**src/rtl/rr_arbiter4x16.sv**
```systemverilog
// rtl/rr_arbiter4x16.sv - round-robin 4:1 arbiter feeding a registered, flow-controlled output stage
module mux4way16 #(
   parameter int WIDTH = 16
) (
   input  logic [WIDTH-1:0] a,
   input  logic [WIDTH-1:0] b,
   input  logic [WIDTH-1:0] c,
   input  logic [WIDTH-1:0] d,
   input  logic [1:0]       sel,
   output logic [WIDTH-1:0] out
);
   always_comb begin
      case (sel)
         2'd0:    out = a;
         2'd1:    out = b;
         2'd2:    out = c;
         default: out = d;
      endcase
   end
endmodule

module rr_arbiter4x16 #(
   parameter int WIDTH = 16
) (
   input  logic             clock,
   input  logic             rst_n,
   input  logic [3:0]       req,
   input  logic [WIDTH-1:0] a,
   input  logic [WIDTH-1:0] b,
   input  logic [WIDTH-1:0] c,
   input  logic [WIDTH-1:0] d,
   output logic [3:0]       gnt,
   output logic [1:0]       sel,
   output logic [WIDTH-1:0] out,
   output logic             out_valid,
   input  logic             out_ready
);
   logic [1:0]       r_ptr;
   logic [1:0]       r_sel;
   logic [WIDTH-1:0] r_out;
   logic             r_valid;

   logic             w_accept;
   logic             w_found;
   logic [1:0]       w_win;
   logic [1:0]       w_idx;
   logic [WIDTH-1:0] w_mux;

   // A word consumed at this edge may be replaced at the same edge.
   assign w_accept = rst_n && (!r_valid || out_ready);

   // Scan from the pointer; the first requester found wins.
   always_comb begin
      w_found = 1'b0;
      w_win   = r_ptr;
      w_idx   = r_ptr;
      for (int k = 0; k < 4; k++) begin
         w_idx = r_ptr + 2'(k);
         if (!w_found && req[w_idx]) begin
            w_found = 1'b1;
            w_win   = w_idx;
         end
      end
   end

   mux4way16 #(.WIDTH(WIDTH)) u_mux (
      .a   (a),
      .b   (b),
      .c   (c),
      .d   (d),
      .sel (w_win),
      .out (w_mux)
   );

   assign gnt = (w_accept && w_found) ? (4'b0001 << w_win) : 4'b0000;

   always_ff @(posedge clock or negedge rst_n) begin
      if (!rst_n) begin
         r_ptr   <= 2'd0;
         r_sel   <= 2'd0;
         r_out   <= '0;
         r_valid <= 1'b0;
      end else if (w_accept) begin
         if (w_found) begin
            r_out   <= w_mux;
            r_sel   <= w_win;
            r_valid <= 1'b1;
            r_ptr   <= w_win + 2'd1;
         end else begin
            r_valid <= 1'b0;
         end
      end
   end

   assign sel       = r_sel;
   assign out       = r_out;
   assign out_valid = r_valid;
endmodule
```
**config.mk**
```make
export PLATFORM = sky130hd
export DESIGN_NAME = rr_arbiter4x16
export DESIGN_NICKNAME = d
export VERILOG_FILES = /design/src/rtl/rr_arbiter4x16.sv
export SDC_FILE = /design/constraint.sdc
export NUM_CORES = 1
export LEC_CHECK = 0
export CAP_MARGIN = 0
export CELL_PAD_IN_SITES_DETAIL_PLACEMENT = 0
export CELL_PAD_IN_SITES_GLOBAL_PLACEMENT = 2
export CORE_ASPECT_RATIO = 0.6
export CORE_UTILIZATION = 19
export DETAILED_ROUTE_END_ITERATION = 10
export PLACE_DENSITY_LB_ADDON = 0.12
export SLEW_MARGIN = 20
export SYNTH_ARGS = -nofsm -noshare
export SYNTH_HDL_FRONTEND = slang
export SYNTH_SLANG_ARGS = --single-unit
export TNS_END_PERCENT = 10
```
**constraint.sdc**
```tcl
create_clock -name clock -period 2.74 [get_ports clock]
set_input_delay 0.685 -clock clock [delete_from_list [all_inputs] [get_ports clock]]
set_output_delay 0.685 -clock clock [all_outputs]
set_load 0.02 [all_outputs]
```
Word level (Yosys, flattened, before mapping)
Cells that the tools add are included.
{"block": "op_classes", "eq_ne": 2, "n_div": 0, "mux": 18, "addsub": 4, "mul": 0, "order_cmp": 4, "bitwise_logic": 0, "n_reduce_logical": 12, "shifts": 1}
{"op": "one-hot mux 16 bit (3 select lines)", "count": 1}
{"op": "less-than comparator 2 x 3 -> 1 bit, second input constant", "count": 4}
{"op": "2-to-1 mux 1 bit", "count": 9}
{"op": "binary-select mux 1 bit (select 2 bit)", "count": 4}
{"op": "2-to-1 mux 2 bit", "count": 3}
{"op": "logical AND 1 bit", "count": 5}
{"op": "adder 2 x 1 -> 2 bit, second input constant", "count": 2}
{"op": "adder 2 bit, second input constant", "count": 2}
{"op": "zero test 1 bit", "count": 4}
{"op": "2-to-1 mux 4 bit", "count": 1}
{"op": "left shift 1 x 2 -> 4 bit, first input constant", "count": 1}
{"op": "equality test 2 x 1 -> 1 bit, second input constant", "count": 1}
{"op": "equality test 2 bit, second input constant", "count": 1}
{"op": "zero test 2 bit", "count": 1}
{"op": "AND reduction 2 bit", "count": 1}
{"op": "logical OR 1 bit", "count": 1}
{"block": "word_totals", "rom_bits": 0, "n_memories": 0, "ff_bits": 21, "mem_bits_rw": 0, "latch_bits": 0}

Depth between registers and ports, before layout
Gate-level depths: netlist of the first run.
{"block": "depth", "ltp_word": 14, "mapped_depth": 9}

By module
From an unflattened synthesis of the first run, not the netlist that was laid out.
{"block": "unflattened", "cells_unflattened": 101, "area_unflattened_um2": 1517.7}
{"mod": "rr_arbiter4x16", "instances": 1, "area_per_inst_um2": 1093.5, "cells_each": 81, "seq_area_each_um2": 525.5}
{"mod": "mux4way16", "instances": 1, "area_per_inst_um2": 424.2, "cells_each": 20, "seq_area_each_um2": 0.0}

Worst setup path before layout of the first run
Ideal clock, no wire load.
{"block": "synth_path", "path_kind": "input-to-output", "startpoint": "input req[3]", "endpoint": "output gnt[1]", "n_path_buf": 2, "setup_slack_ps": -233, "arrival_time_ps": 2288, "path_stages": 7, "cell_sequence": "and2b_1 o21ai_0 and3_1 ha_1 clkbuf_1 clkbuf_1 and2_1"}
{"block": "synth_between", "elab_chain_len": 14}
{"item": "from (decl)", "line_no": "27", "rtl": "input logic [3:0] req,"}
{"item": "binary-select mux 1 bit (select 2 bit)", "line_no": "59", "rtl": "if (!w_found && req[w_idx]) begin"}
{"item": "2-to-1 mux 1 bit (implied by the code)", "line_no": "59"}
{"item": "2-to-1 mux 1 bit", "line_no": "59"}
{"item": "zero test 1 bit", "line_no": "59"}
{"item": "logical AND 1 bit", "line_no": "59"}
{"item": "2-to-1 mux 1 bit", "line_no": "59"}
{"item": "zero test 1 bit", "line_no": "59"}
{"item": "logical AND 1 bit", "line_no": "59"}
{"item": "2-to-1 mux 1 bit", "line_no": "59"}
{"item": "zero test 1 bit", "line_no": "59"}
{"item": "logical AND 1 bit", "line_no": "59"}
{"item": "2-to-1 mux 2 bit (*)", "line_no": "59"}
{"item": "named net u_mux.sel[0]", "line_no": "9", "rtl": "input logic [1:0] sel,"}
{"item": "left shift 1 x 2 -> 4 bit (*)", "line_no": "75", "rtl": "assign gnt = (w_accept && w_found) ? (4'b0001 << w_win) : 4'b0000;"}
{"item": "2-to-1 mux 4 bit (*)", "line_no": "75"}
{"item": "to (decl)", "line_no": "32", "rtl": "output logic [3:0] gnt,"}
Mark *: on every way through the listed nets, which the timed path passes. The rest lies on a longest branch. The select of a mux whose other input is x is not followed.

Final worst setup path of the first run
{"block": "layout_path", "startpoint": "input req[2]", "endpoint": "output gnt[2]"}
Same word-level chain as after synthesis.

==> flow_metrics.py, run 1 <==
metrics = {
    "clocking": {
        "cts_made_buffers": 3,
        "cts-root-buf": "clkbuf_16",
        "clk_latency_ns": 0.26,
        "cts_buffer_depth": 2,
        "cts_tree": "yes",
        "cts.sinks": 21,
        "clk_pin_slew_ns": 0.06,
        "h-tree-depth": 1,
    },
    "power_and_ir_drop": {
        "ir_worst_vdd_v": 0.000348,
        "p_per_area_nw_per_um2": 853,
        "p_leak_nw": 1.27,
    },
    "die": {
        "initial_core_util_pct": 20.1,
        "dieArea_um2": 8210,
        "core_um2": 7420,
        "die_w_um": 116,
        "die_y_um": 70.6,
        "placementRows": 24,
        "io_pins": 94,
    },
    "sta": {
        "fin_crit_sh_pct": 98.1,
        "fmax_ghz": 0.372,
        "skew_ns": 0.0127,
        "whs_ns": 0.512,
        "setup_tns_ns": 0,
        "hold_viol": 0,
        "timing.max_slew.rel_slack_pct": 78.3,
        "rsz0062_at_grt": "false",
        "final_max_slew_viol_count": 0,
        "worst_pin_slew_ns": 0.325,
        "period_needed_ns": 2.69,
        "setup_viol_count_final": 0,
        "worst_slack_ns": 0.0525,
    },
    "global_route": {
        "antenna_found_initial": 0,
        "grt_pass1_wl_um": 8410,
        "globalRoute.totalOverflow": 0,
        "grt_pass1_vias": 1481,
        "grt_max_degree": 26,
        "track_usage_pct": 13.7,
    },
    "job": {
        "drv_cap": 0,
    },
    "route": {
        "ant_nets": 0,
        "finalWirelength_um": 5790,
        "dr.pass1.iters": 6,
        "drcViolationCount": 0,
        "drt_iter0_drc": 94,
        "viasPerCell": 4.36,
        "dr_total_vias": 1562,
        "wl_per_cell_um": 16.2,
    },
    "worst_setup_path": {
        "path_cells": "buf_2, or3_4, o2111ai_4, nand2_2, buf_4, ha_1, and2_1, buf_2",
        "reg2reg_depth": 12,
        "slowest_delay_ns": 0.38,
        "start_kind": "input port",
        "worstReg2RegStart": "r_ptr[1]",
        "slowest_stage": "or3_4",
        "r2r_end": "out[1]",
        "r2r_slack_ns": 0.17,
        "crit_fanout": 4,
        "critPathKind": "in -> out",
        "crit_top_cell": "buf_2",
        "worst-path-buf-inv": 3,
        "end_kind": "output port",
        "path_delay_family": "simple AND/OR/NAND/NOR gates",
        "cp.required_ns": 2.06,
        "critPathArrivalTime_ns": 2.00,
    },
    "outcome": {
        "status": "complete, no violations",
    },
    "placement": {
        "place_congestion": 0.800,
        "place_inst": 339,
        "port_buffers": 93,
        "post-place-ws_ns": -0.840,
        "dp_hpwl_um": 4090,
        "place_area_um2": 2620,
    },
    "final_layout": {
        "final_cell_mix": "clkdlybuf4s50_1 (85), buf_4 (31), dfrtp_1 (21), inv_1 (18)",
        "multi_input_area_um2": 908,
        "final_cell_area_um2": 2890,
        "final_common_cell": "clkdlybuf4s50_1",
        "fin_nets": 331,
        "n_antenna_cell": 0,
        "synthToLayoutAreaGrowth_pct": 93.8,
        "final_cells": 358,
        "drive_gt1_share_pct": 30.7,
        "seq_area_um2": 526,
        "fillers": 740,
    },
    "yosys": {
        "ys.warnings.count": 0,
        "synthesis.area_um2": 1490,
        "synth_largest_area_cell": "dfrtp_1",
        "synth_cells": 136,
        "synth_cell_types": 29,
        "yosys-top-cells-area": "dfrtp_1 (35%), mux2_4 (12%), a222oi_1 (11%)",
        "synth-seq-area-share_pct": 35.3,
        "yosysTopAreaCellShare_pct": 35.3,
        "syn_area_per_cell_um2": 11.0,
        "synth_fp_nets": 212,
        "ys_ff_latch": 21,
    },
    "hold_path": {
        "hold_path.startpoint": "out[7]",
        "hold_path.class": "reg -> reg",
        "min_to": "out[7]",
        "min_path_cells": 1,
    },
}
[cells in the mapped netlist]
library cell  instances
a31oi_1               4
a41oi_1               1
a21o_1                1
clkbuf_1              7
and3_1                2
or3_1                 2
buf_12                1
mux2i_1              16
and2_1                5
buf_6                 2
a222oi_1             16
buf_2                 1
o21ai_0               2
nand3_1               1
nand2_1               3
nor2b_1               1
nor2_1                1
a32oi_1               1
or4_4                 1
nand3b_1              1
mux2_4               12
ha_1                  5
and2b_1               1
nand2b_1              2
a41o_1                1
o2111ai_1             1
mux2_2                5
dfrtp_1              21
inv_1                19
[where the power goes]
| part | switching (mW) | leakage (nW) | internal [mW] |
|---|---|---|---|
| clock network | 0.124 | 0.0382 | 0.199 |
| registers | 0.104 | 0.255 | 0.451 |
| logic | 0.686 | 0.980 | 0.899 |
| total | 0.913 | 1.27 | 1.55 |
[cell families after synthesis]
| group | after synthesis | share of synthesized area [%] |
|---|---|---|
| mux | 33 | 26.6 |
| buf+inv | 30 | 9.74 |
| compound gates | 27 | 16.0 |
| flops | 21 | 35.3 |
| simple gates | 20 | 8.14 |
| fa+ha+maj | 5 | 4.20 |
[state kept, by name (all words and copies together) (netlist names)]
register and cells:
out 16, r_ptr 2, sel 2, out_valid 1
[metal layers]
metal / global-route usage [%] / vias to the layer above / share of wire, %
li1: - / 750 / -
met1: 19.2 / 751 / 47
met2: 21.6 / 59 / 46
met3: 3.17 / 2 / 6.4
met4: 2.71 / 0 / 0.48
met5: 0 / - / 0
[area by class of cell]
| cell class | count | area share [%] |
|---|---|---|
| tap | 104 | 4.51 |
| timing repair buffer | 125 | 40.6 |
| clock buffer | 4 | 2.73 |
| sequential | 21 | 18.2 |
| inverter | 19 | 2.47 |
| multi-input combinational | 85 | 31.5 |
[worst max path at each step]
stage / from / endpoint / slack [ns] / depth (start not counted)
2_1_floorplan: req[2] / gnt[1] / -0.08 / 7
3_3_place_gp: req[3] / gnt[1] / -0.78 / 7
3_5_place_dp: req[3] / gnt[1] / -0.84 / 7
4_1_cts: req[2] / gnt[2] / -0.004 / 9
5_1_grt: req[2] / gnt[2] / 0.009 / 8
6_report: req[2] / gnt[2] / 0.05 / 8
[worst register-to-register path, delay by kind of cell, from the launching register on]
kind,cells,cell delay [ns]
buffers and inverters,6,0.78
AND/OR/NAND/NOR,2,0.52
flip-flops,1,0.47
multiplexers,2,0.41
adder cells (fa/ha/maj),1,0.18
AO/OA/AOI/OAI,1,0.10
[timing repair]
item                       4_1_cts  5_1_grt
hold buffers                     0        0
pin swaps                        8        5
setup endpoints to repair       20       12
buffers inserted                12        2
gates resized for setup         41       13
cloned                           1        0
[stage by stage]
step                      util, %  power (mW)
after floorplan                 -        1.32
after global placement       35.3        1.92
after detailed placement     35.3        1.94
after CTS                    38.4        2.44
after global routing         38.9        2.61
final                        38.9        2.46
No activity file was read; power rests on OpenSTA's default activity.
==> run 2, diff against run 1 <==
--- a/config.mk
+++ b/config.mk
@@ -10,6 +10,7 @@
 export CELL_PAD_IN_SITES_GLOBAL_PLACEMENT = 2
 export CORE_ASPECT_RATIO = 0.6
 export CORE_UTILIZATION = 19
+export CTS_CLUSTER_DIAMETER = 30
 export DETAILED_ROUTE_END_ITERATION = 10
 export PLACE_DENSITY_LB_ADDON = 0.12
 export SLEW_MARGIN = 20
==> results of run 2 <==
No change in the layout: final DEF, timing and power equal those of run 1.
